===== src/rtl/keypad_scanner_pkg.sv =====
// Shared constants for the keypad scanner: default parameters and FSM encoding.
package keypad_pkg;

    localparam int DEF_NROW     = 4;
    localparam int DEF_NCOL     = 4;
    localparam int DEF_SCAN_CYC = 4;
    localparam int DEF_DEB_CYC  = 5;
    localparam int DEF_LONG_CYC = 50;
    localparam int DEF_REP_CYC  = 10;

    typedef logic [1:0] state_t;

    localparam state_t SCAN  = 2'd0;
    localparam state_t DEB_P = 2'd1;
    localparam state_t HELD  = 2'd2;
    localparam state_t DEB_R = 2'd3;

endpackage


===== src/rtl/keypad_scanner_sync2.sv =====
// Two-flop synchronizer for asynchronous inputs, with a selectable reset value.
module sync2 #(
    parameter int               WIDTH   = 1,
    parameter logic [WIDTH-1:0] RST_VAL = '0
) (
    input  logic             clk,
    input  logic             rst,
    input  logic [WIDTH-1:0] d,
    output logic [WIDTH-1:0] q
);

    logic [WIDTH-1:0] meta_q;
    logic [WIDTH-1:0] sync_q;

    // Two back-to-back flops give a metastable first stage a full cycle to settle.
    always_ff @(posedge clk) begin
        if (rst) begin
            meta_q <= RST_VAL;
            sync_q <= RST_VAL;
        end else begin
            meta_q <= d;
            sync_q <= meta_q;
        end
    end

    assign q = sync_q;

endmodule


===== src/rtl/keypad_scanner.sv =====
// Keypad scanner: walks an active-low row strobe, locks onto the first key it
// finds, debounces it and reports press, long-press, auto-repeat and release.
module keypad_scanner
    import keypad_pkg::*;
#(
    parameter int  NROW     = DEF_NROW,
    parameter int  NCOL     = DEF_NCOL,
    parameter int  SCAN_CYC = DEF_SCAN_CYC,
    parameter int  DEB_CYC  = DEF_DEB_CYC,
    parameter int  LONG_CYC = DEF_LONG_CYC,
    parameter int  REP_CYC  = DEF_REP_CYC,
    localparam int CW       = $clog2(NROW * NCOL)
) (
    input  logic            Clk1,
    input  logic            Rst,
    input  logic [NCOL-1:0] Column,
    output logic [NROW-1:0] Row,
    output logic [CW-1:0]   Value,
    output logic            flag,
    output logic            Press,
    output logic            Long,
    output logic            Repeat,
    output logic            Release
);

    localparam int RW = $clog2(NROW);
    localparam int KW = $clog2(NCOL);
    localparam int SW = $clog2(SCAN_CYC);
    localparam int DW = $clog2(DEB_CYC + 1);
    localparam int HW = $clog2(LONG_CYC + REP_CYC + 1);

    localparam logic [RW-1:0] ROW_LAST  = RW'(NROW - 1);
    localparam logic [SW-1:0] SCAN_LAST = SW'(SCAN_CYC - 1);
    localparam logic [DW-1:0] DEB_DONE  = DW'(DEB_CYC);
    localparam logic [HW-1:0] LONG_AT   = HW'(LONG_CYC);
    localparam logic [HW-1:0] REP_AT    = HW'(REP_CYC);
    localparam logic [HW-1:0] HOLD_MAX  = HW'(LONG_CYC + REP_CYC);

    state_t          state_q, state_d;
    logic [RW-1:0]   row_q, row_d;
    logic [SW-1:0]   dwell_q, dwell_d;
    logic [KW-1:0]   col_q, col_d;
    logic [DW-1:0]   deb_q, deb_d;
    logic [HW-1:0]   hold_q, hold_d;
    logic [HW-1:0]   rep_q, rep_d;
    logic [CW-1:0]   value_q, value_d;
    logic            flag_q, flag_d;
    logic            press_q, press_d;
    logic            long_q, long_d;
    logic            repeat_q, repeat_d;
    logic            release_q, release_d;

    logic [NCOL-1:0] col_sync;
    logic            any_low;
    logic [KW-1:0]   low_idx;
    logic            key_low;
    logic [RW-1:0]   row_next;
    logic [DW-1:0]   deb_inc;
    logic [CW-1:0]   key_code;
    logic [HW-1:0]   hold_inc;
    logic [HW-1:0]   rep_inc;
    logic            long_hit;
    logic            rep_hit;

    sync2 #(
        .WIDTH   (NCOL),
        .RST_VAL ({NCOL{1'b1}})
    ) u_sync (
        .clk (Clk1),
        .rst (Rst),
        .d   (Column),
        .q   (col_sync)
    );

    // Active-low one-hot strobe for the current (or locked) row.
    always_comb begin
        Row        = '1;
        Row[row_q] = 1'b0;
    end

    // Column lookup: lowest pressed column, state of the locked column, next row, key code.
    always_comb begin
        low_idx = '0;
        for (int i = NCOL - 1; i >= 0; i--) begin
            if (!col_sync[i]) begin
                low_idx = KW'(i);
            end
        end
        any_low  = ~&col_sync;
        key_low  = ~col_sync[col_q];
        row_next = (row_q == ROW_LAST) ? '0 : row_q + RW'(1);
        deb_inc  = deb_q + DW'(1);
        key_code = CW'(int'(row_q) * NCOL + int'(col_q));
    end

    // Hold timing shared by HELD and DEB_R so a short bounce does not shift Long/Repeat.
    always_comb begin
        hold_inc = (hold_q == HOLD_MAX) ? hold_q : hold_q + HW'(1);
        long_hit = (hold_q != LONG_AT) && (hold_inc == LONG_AT);
        rep_inc  = rep_q;
        rep_hit  = 1'b0;
        if (hold_q >= LONG_AT) begin
            if (rep_q + HW'(1) == REP_AT) begin
                rep_hit = 1'b1;
                rep_inc = '0;
            end else begin
                rep_inc = rep_q + HW'(1);
            end
        end
    end

    // Scan / debounce / hold state machine; only one key is tracked while locked.
    always_comb begin
        state_d   = state_q;
        row_d     = row_q;
        dwell_d   = dwell_q;
        col_d     = col_q;
        deb_d     = deb_q;
        hold_d    = hold_q;
        rep_d     = rep_q;
        value_d   = value_q;
        flag_d    = flag_q;
        press_d   = 1'b0;
        long_d    = 1'b0;
        repeat_d  = 1'b0;
        release_d = 1'b0;
        case (state_q)
            SCAN: begin
                if (dwell_q == SCAN_LAST) begin
                    dwell_d = '0;
                    if (any_low) begin
                        col_d   = low_idx;
                        deb_d   = '0;
                        state_d = DEB_P;
                    end else begin
                        row_d = row_next;
                    end
                end else begin
                    dwell_d = dwell_q + SW'(1);
                end
            end
            DEB_P: begin
                if (key_low) begin
                    if (deb_inc == DEB_DONE) begin
                        state_d = HELD;
                        deb_d   = '0;
                        hold_d  = '0;
                        rep_d   = '0;
                        value_d = key_code;
                        flag_d  = 1'b1;
                        press_d = 1'b1;
                    end else begin
                        deb_d = deb_inc;
                    end
                end else begin
                    deb_d   = '0;
                    state_d = SCAN;
                    row_d   = row_next;
                end
            end
            HELD: begin
                hold_d   = hold_inc;
                rep_d    = rep_inc;
                long_d   = long_hit;
                repeat_d = rep_hit;
                if (!key_low) begin
                    state_d = DEB_R;
                    deb_d   = '0;
                end
            end
            DEB_R: begin
                if (!key_low && deb_inc == DEB_DONE) begin
                    release_d = 1'b1;
                    flag_d    = 1'b0;
                    state_d   = SCAN;
                    row_d     = row_next;
                    deb_d     = '0;
                    hold_d    = '0;
                    rep_d     = '0;
                end else begin
                    hold_d   = hold_inc;
                    rep_d    = rep_inc;
                    long_d   = long_hit;
                    repeat_d = rep_hit;
                    if (key_low) begin
                        state_d = HELD;
                        deb_d   = '0;
                    end else begin
                        deb_d = deb_inc;
                    end
                end
            end
            default: state_d = SCAN;
        endcase
    end

    // State and output registers with synchronous reset back to idle scanning of row 0.
    always_ff @(posedge Clk1) begin
        if (Rst) begin
            state_q   <= SCAN;
            row_q     <= '0;
            dwell_q   <= '0;
            col_q     <= '0;
            deb_q     <= '0;
            hold_q    <= '0;
            rep_q     <= '0;
            value_q   <= '0;
            flag_q    <= 1'b0;
            press_q   <= 1'b0;
            long_q    <= 1'b0;
            repeat_q  <= 1'b0;
            release_q <= 1'b0;
        end else begin
            state_q   <= state_d;
            row_q     <= row_d;
            dwell_q   <= dwell_d;
            col_q     <= col_d;
            deb_q     <= deb_d;
            hold_q    <= hold_d;
            rep_q     <= rep_d;
            value_q   <= value_d;
            flag_q    <= flag_d;
            press_q   <= press_d;
            long_q    <= long_d;
            repeat_q  <= repeat_d;
            release_q <= release_d;
        end
    end

    assign Value   = value_q;
    assign flag    = flag_q;
    assign Press   = press_q;
    assign Long    = long_q;
    assign Repeat  = repeat_q;
    assign Release = release_q;

endmodule


===== config.mk =====
export PLATFORM = sky130hd
export DESIGN_NAME = keypad_scanner
export DESIGN_NICKNAME = d
export VERILOG_FILES = /design/src/rtl/keypad_scanner_pkg.sv /design/src/rtl/keypad_scanner_sync2.sv /design/src/rtl/keypad_scanner.sv
export SDC_FILE = /design/constraint.sdc
export NUM_CORES = 1
export LEC_CHECK = 0
export BUFFER_PORTS_ARGS = -buffer_cell sky130_fd_sc_hd__clkbuf_2
export CORE_MARGIN = 2
export CORE_UTILIZATION = 50
export CTS_BUF_LIST = sky130_fd_sc_hd__clkbuf_4
export DETAILED_ROUTE_END_ITERATION = 8
export PLACE_DENSITY_LB_ADDON = 0.2
export SETUP_SLACK_MARGIN = 0.05
export SYNTH_ARGS = -nofsm -noshare
export SYNTH_HDL_FRONTEND = slang
export SYNTH_SLANG_ARGS = --single-unit

===== constraint.sdc =====
create_clock -name Clk1 -period 1.9 [get_ports Clk1]
set_input_delay 0.285 -clock Clk1 [delete_from_list [all_inputs] [get_ports Clk1]]
set_output_delay 0.285 -clock Clk1 [all_outputs]
set_load 0.05 [all_outputs]

# ---- Yosys cells after proc, flatten, opt, wreduce, memory -nomap -nowiden
# Index checks and enable logic that the tools add are counted.
dict set report word_totals {
  inputBits 6
  word_cells 119
  out_inout_bits 13
  regBits 40
}
dict set report classes {
  addsub 6
  eq_ne 20
  bitwise_logic 5
  magnitude_cmp 4
  n_mux 52
  reduce_logical 17
}
# cell n
set ops {}
lappend ops {{6-bit 2-to-1 mux} 7}
lappend ops {{6-bit one-hot mux with 3 select lines} 2}
lappend ops {{2-bit 2-to-1 mux} 17}
lappend ops {{3-bit 2-to-1 mux} 7}
lappend ops {{2-bit != test (second input constant)} 8}
lappend ops {{6-bit by 1-bit adder with 6-bit output (second input constant)} 2}
lappend ops {{6-bit equality test (second input constant)} 2}
lappend ops {{3-bit one-hot mux with 4 select lines} 1}
lappend ops {{3-bit AND reduction} 4}
lappend ops {{1-bit 2-to-1 mux} 11}
lappend ops {{5-bit AND reduction} 2}
lappend ops {{2-bit equality test (second input constant)} 4}
lappend ops {{2-bit one-hot mux with 4 select lines} 1}
lappend ops {{4-bit AND reduction} 2}
lappend ops {{6-bit by 4-bit equality test with 1-bit output (second input constant)} 1}
lappend ops {{6-bit >= comparator (second input constant)} 1}
lappend ops {{2-bit by 3-bit less-than comparator with 1-bit output (second input constant)} 2}
lappend ops {{3-bit != test (second input constant)} 2}
lappend ops {{6-bit != test (second input constant)} 1}
lappend ops {{1-bit one-hot mux with 2 select lines} 3}
lappend ops {{2-bit one-hot mux with 3 select lines} 1}
lappend ops {{3-bit nonzero test} 2}
lappend ops {{2-bit by 1-bit adder with 2-bit output (second input constant)} 2}
lappend ops {{4-bit by 2-bit adder with 4-bit output} 1}
lappend ops {{13 further kinds} 18}

# ---- Logic depth before layout (Yosys ltp)
dict set report depth {
  depth_word 6
  ltp_mapped 7
  mapped_depth_nobuf 6
}

# ---- Hierarchy
# A second synthesis with hierarchy kept.
dict set report hier_totals {
  cells_unflattened 219
  hier_area_um2 1920.6
}
# mod seq_area_each_um2 n_inst cells_per_inst area_each_um2
set modules_own_cells {}
lappend modules_own_cells {keypad_scanner 640.6 1 203 1710.4}
lappend modules_own_cells {sync2 160.2 1 16 210.2}

# ---- Worst setup path before layout
# Ideal clock, no wire load.
dict set report synth_path {
  path_type {register to register}
  from {reg col_q[0]}
  to {reg rep_q[5]}
  synth_period_minus_slack_ns 2.003
  path_slack_ns -0.103
  path_stages_with_launch 7
  n_path_buf 2
  t_arrival_ns 1.871
  required_ns 1.768
  setup_ns 0.132
  path_cell_list {dfxtp_1 > mux4_2 > buf_6 > o31a_1 > buf_2 > o41ai_1 > a21oi_1}
}
dict set report synth_between {
  elab_chain_len 5
  word_cells_on_any_way 7
  classes_between {eq/ne: 1; mux: 4; reduce/logical: 2}
}
# item line_no
set synth_rtl {}
lappend synth_rtl {{from (decl)} keypad_scanner.sv:42} ;# logic [KW-1:0] col_q, col_d;
lappend synth_rtl {{from (signal assigned)} keypad_scanner.sv:217} ;# col_q <= col_d;
lappend synth_rtl {{1-bit binary-select mux with 2-bit select (*)} keypad_scanner.sv:90} ;# key_low = ~col_sync[col_q];
lappend synth_rtl {{1-bit 2-to-1 mux (implied by the code) (*)} keypad_scanner.sv:90}
lappend synth_rtl {{1-bit logical AND} keypad_scanner.sv:172} ;# if (!key_low && deb_inc == DEB_DONE) begin
lappend synth_rtl {{6-bit 2-to-1 mux} keypad_scanner.sv:172}
lappend synth_rtl {{6-bit one-hot mux with 3 select lines} keypad_scanner.sv:127} ;# case (state_q)
lappend synth_rtl {{to (signal assigned)} keypad_scanner.sv:220} ;# rep_q <= rep_d;
lappend synth_rtl {{to (decl)} keypad_scanner.sv:45} ;# logic [HW-1:0] rep_q, rep_d;
# Every way passes the cells marked *; elsewhere a longest branch is shown, timed or not. The select of a mux whose other input is x is not followed.
# A chain may end at the register's enable or synchronous reset.

# ---- Final worst setup path
dict set report layout_path {
  from {reg col_q[0]}
  to {reg rep_q[4]}
}
# Same word-level chain as after synthesis.

==> results.yml <==
placed_design:
  routabilityCongestion: 0.834
  hpwl_um: 2840
  post_dp_cell_area_um2: 2300
  place_inst: 303
  pre_cts_ws_ns: 0.00222
  io_buffers: 18
sta:
  fin_crit_ns: 1.84
  drv_slew: 0
  fin_hold_ws_ns: 0.121
  tightest_slew_ns: 0.536
  setup_ws_ns: 0.0582
  slew_headroom_pct: 64.2
  setup_viol: 0
  clock_skew_ns: 0.00706
  rsz0062_at_grt: "true"
  period_share_pct: 96.9
  fmax_ghz: 0.543
  hold_viol_final: 0
cells_and_area:
  fin_util_pct: 63.7
  final_cell_area_um2: 2490
  fin_nets: 282
  layout-drive-gt1-share_pct: 29.5
  antenna_cells: 0
  fillCellCount: 342
  layoutNonFillerInstCount: 314
  area_delta_synth_final_pct: 24.5
setup_path:
  crit_chain: "mux4_2 > o31a_4 > or4_4 > a21oi_1"
  cp.required_ns: 2.18
  endpoint_kind: "flop"
  max_stage_delay_ns: 0.52
  cpLargestDelayFamily: "multiplexers"
  worstSetupPathType: "reg2reg"
  critPathLaunchType: "flop"
  slowest_stage: "mux4_2"
  arrival_ns: 2.12
  crit_buf_inv: 0
  crit_fanout: 11
logic_synthesis:
  ys_seq_elements: 40
  syn_nets: 242
  mappedNetlistArea_um2: 2000
  synth_top_area_share_pct: 40.0
  synth_flop_cell: "dfxtp_1"
  syn_inst: 223
  ys_seq_area_share_pct: 40.0
  synth_top_area_cell: "dfxtp_1"
  synth.area.top_cells: "dfxtp_1 (40%), ha_1 (8.1%), inv_1 (3.7%)"
  yosysWarningCount: 0
  synth_common_cells: "dfxtp_1 (40), inv_1 (20), a21oi_1 (14), nor2_1 (14), ha_1 (13)"
  synth_edf_count: 0
  synth_area_per_cell_um2: 8.98
  synth-async-reset-ratio_pct: 0
  yosysMostFrequentCell: "dfxtp_1"
  yosysUniqueCellTypes: 53
global_route:
  overflow: 0
  grt_pass1_wl_um: 6630
  grt_use_total_pct: 19.2
  antenna_found_initial: 0
  grt_pass1_vias: 1550
  grt_max_degree: 23
power_and_ir_drop:
  leakage_nw: 1.00
  power_density_nw_per_um2: 615
  max-vdd-ir-drop_mv: 0.490
cts:
  htreeDepth: 2
  cts_hold_buf: 0
  clockBufferDepth: 2
  clockRootBuffer: "clkbuf_4"
  clock_latency_ns: 0.34
  cts_made_buffers: 5
  clk_pin_slew_ns: 0.12
  cts_tree: "done"
  cts.sinks: 40
drt:
  first_pass_iters: 4
  wirelength_um: 4000
  wire_per_inst_um: 12.8
  ant_nets: 0
  drt_iter0_drc: 110
  vias: 1718
  remaining_drc_errors: 0
  wl_met1_um: 1840
  top_layer: "met4"
  via_per_inst: 5.47
  wl_met2_um: 1990
  routed-wl-met3_um: 137
die:
  core-area_um2: 3910
  start_util_pct: 51.2
  dieHeight_um: 67.3
  pin_count: 19
  dieArea_um2: 4530
  num_rows: 23
  die_w_um: 67.3
run:
  drv_cap: 0
outcome:
  run_status: "completed"
min_path:
  min_path_type: "in2reg"
-- flip-flops by register name, indices dropped and copies added (netlist names) --
signal and flops:
Value 4, state_q 2, col_q 2, Press 1, row_q 2, deb_q 3
hold_q 6, Repeat 1, Release 1, u_sync.meta_q 4, rep_q 6, u_sync.q 4
flag 1, dwell_q 2, Long 1
-- layer usage --
layer,global-route usage (%),up-vias
met4,5.61,0
met2,32.7,27
met3,5.50,4
met5,0,-
met1,23.6,802
li1,-,885
-- per-stage QoR --
stage,setup TNS (ns),total power [mW]
6_report,0,1.53
5_1_grt,-0.0897,1.61
4_1_cts,0,1.55
3_5_place_dp,0,0.992
3_3_place_gp,0,0.989
2_1_floorplan,0,0.957
-- area by class of cell --
type	instances	area, um2	share of cell area (%)
multi-input combinational	152	1180	47.3
inverter	20	75.1	3.01
sequential	40	802	32.1
timing repair buffer	44	294	11.8
clock inverter	3	42.5	1.71
tap	50	62.6	2.51
clock buffer	5	37.5	1.50
-- layout by cell type (no fill, tap or decap), types with 6 or more instances in the layout --
cell,instances
dfxtp_1,39
buf_4,22
inv_1,20
clkbuf_2,18
nor2_1,14
a21oi_1,14
ha_1,13
nand2_1,11
nand3_1,9
or2_2,8
o21ai_0,8
a211oi_1,6
-- worst reg2reg max path, stage by stage (launching register included) --
cell	delay, ns
dfxtp_2	0.35
mux4_2	0.52
o31a_4	0.36
or4_4	0.43
a21oi_1	0.13
-- final timing paths --
check / start / to / slack (ns) / depth (start not counted)
worst max-delay path: col_q[0] / rep_q[4] / 0.06 / 4
worst min-delay path: Column[0] / u_sync.meta_q[0] / 0.12 / 2
worst max register to register: col_q[0] / rep_q[4] / 0.06 / 4
worst min register to register: u_sync.meta_q[0] / u_sync.q[0] / 0.42 / 1
-- logic make-up after synthesis --
logic type,count (synthesis),share of synthesized area (%)
AOI/OAI and AO/OA,58,19.9
adders and majority gates,13,8.12
DFF,40,40.0
and+or+nand+nor,69,19.4
buffers and inverters,31,6.25
xor gates and xnor gates,6,2.62
muxes,6,3.69
-- where the power goes --
group          switching, mW  leakage [nW]  internal (mW)  total (mW)
Combinational         0.0641         0.637         0.0489       0.113
Sequential            0.0103         0.325          0.856       0.867
Clock                  0.281        0.0412          0.274       0.555
Total                  0.355          1.00           1.18        1.53
-- timing repair --
item | in CTS | in global routing
gates resized for setup | 3 | 17
pin swaps | 0 | 4
buffers inserted | 0 | 2
gates cloned | 0 | 1
endpoints found under the setup margin | 8 | 22
(Power assumes the default switching activity.)
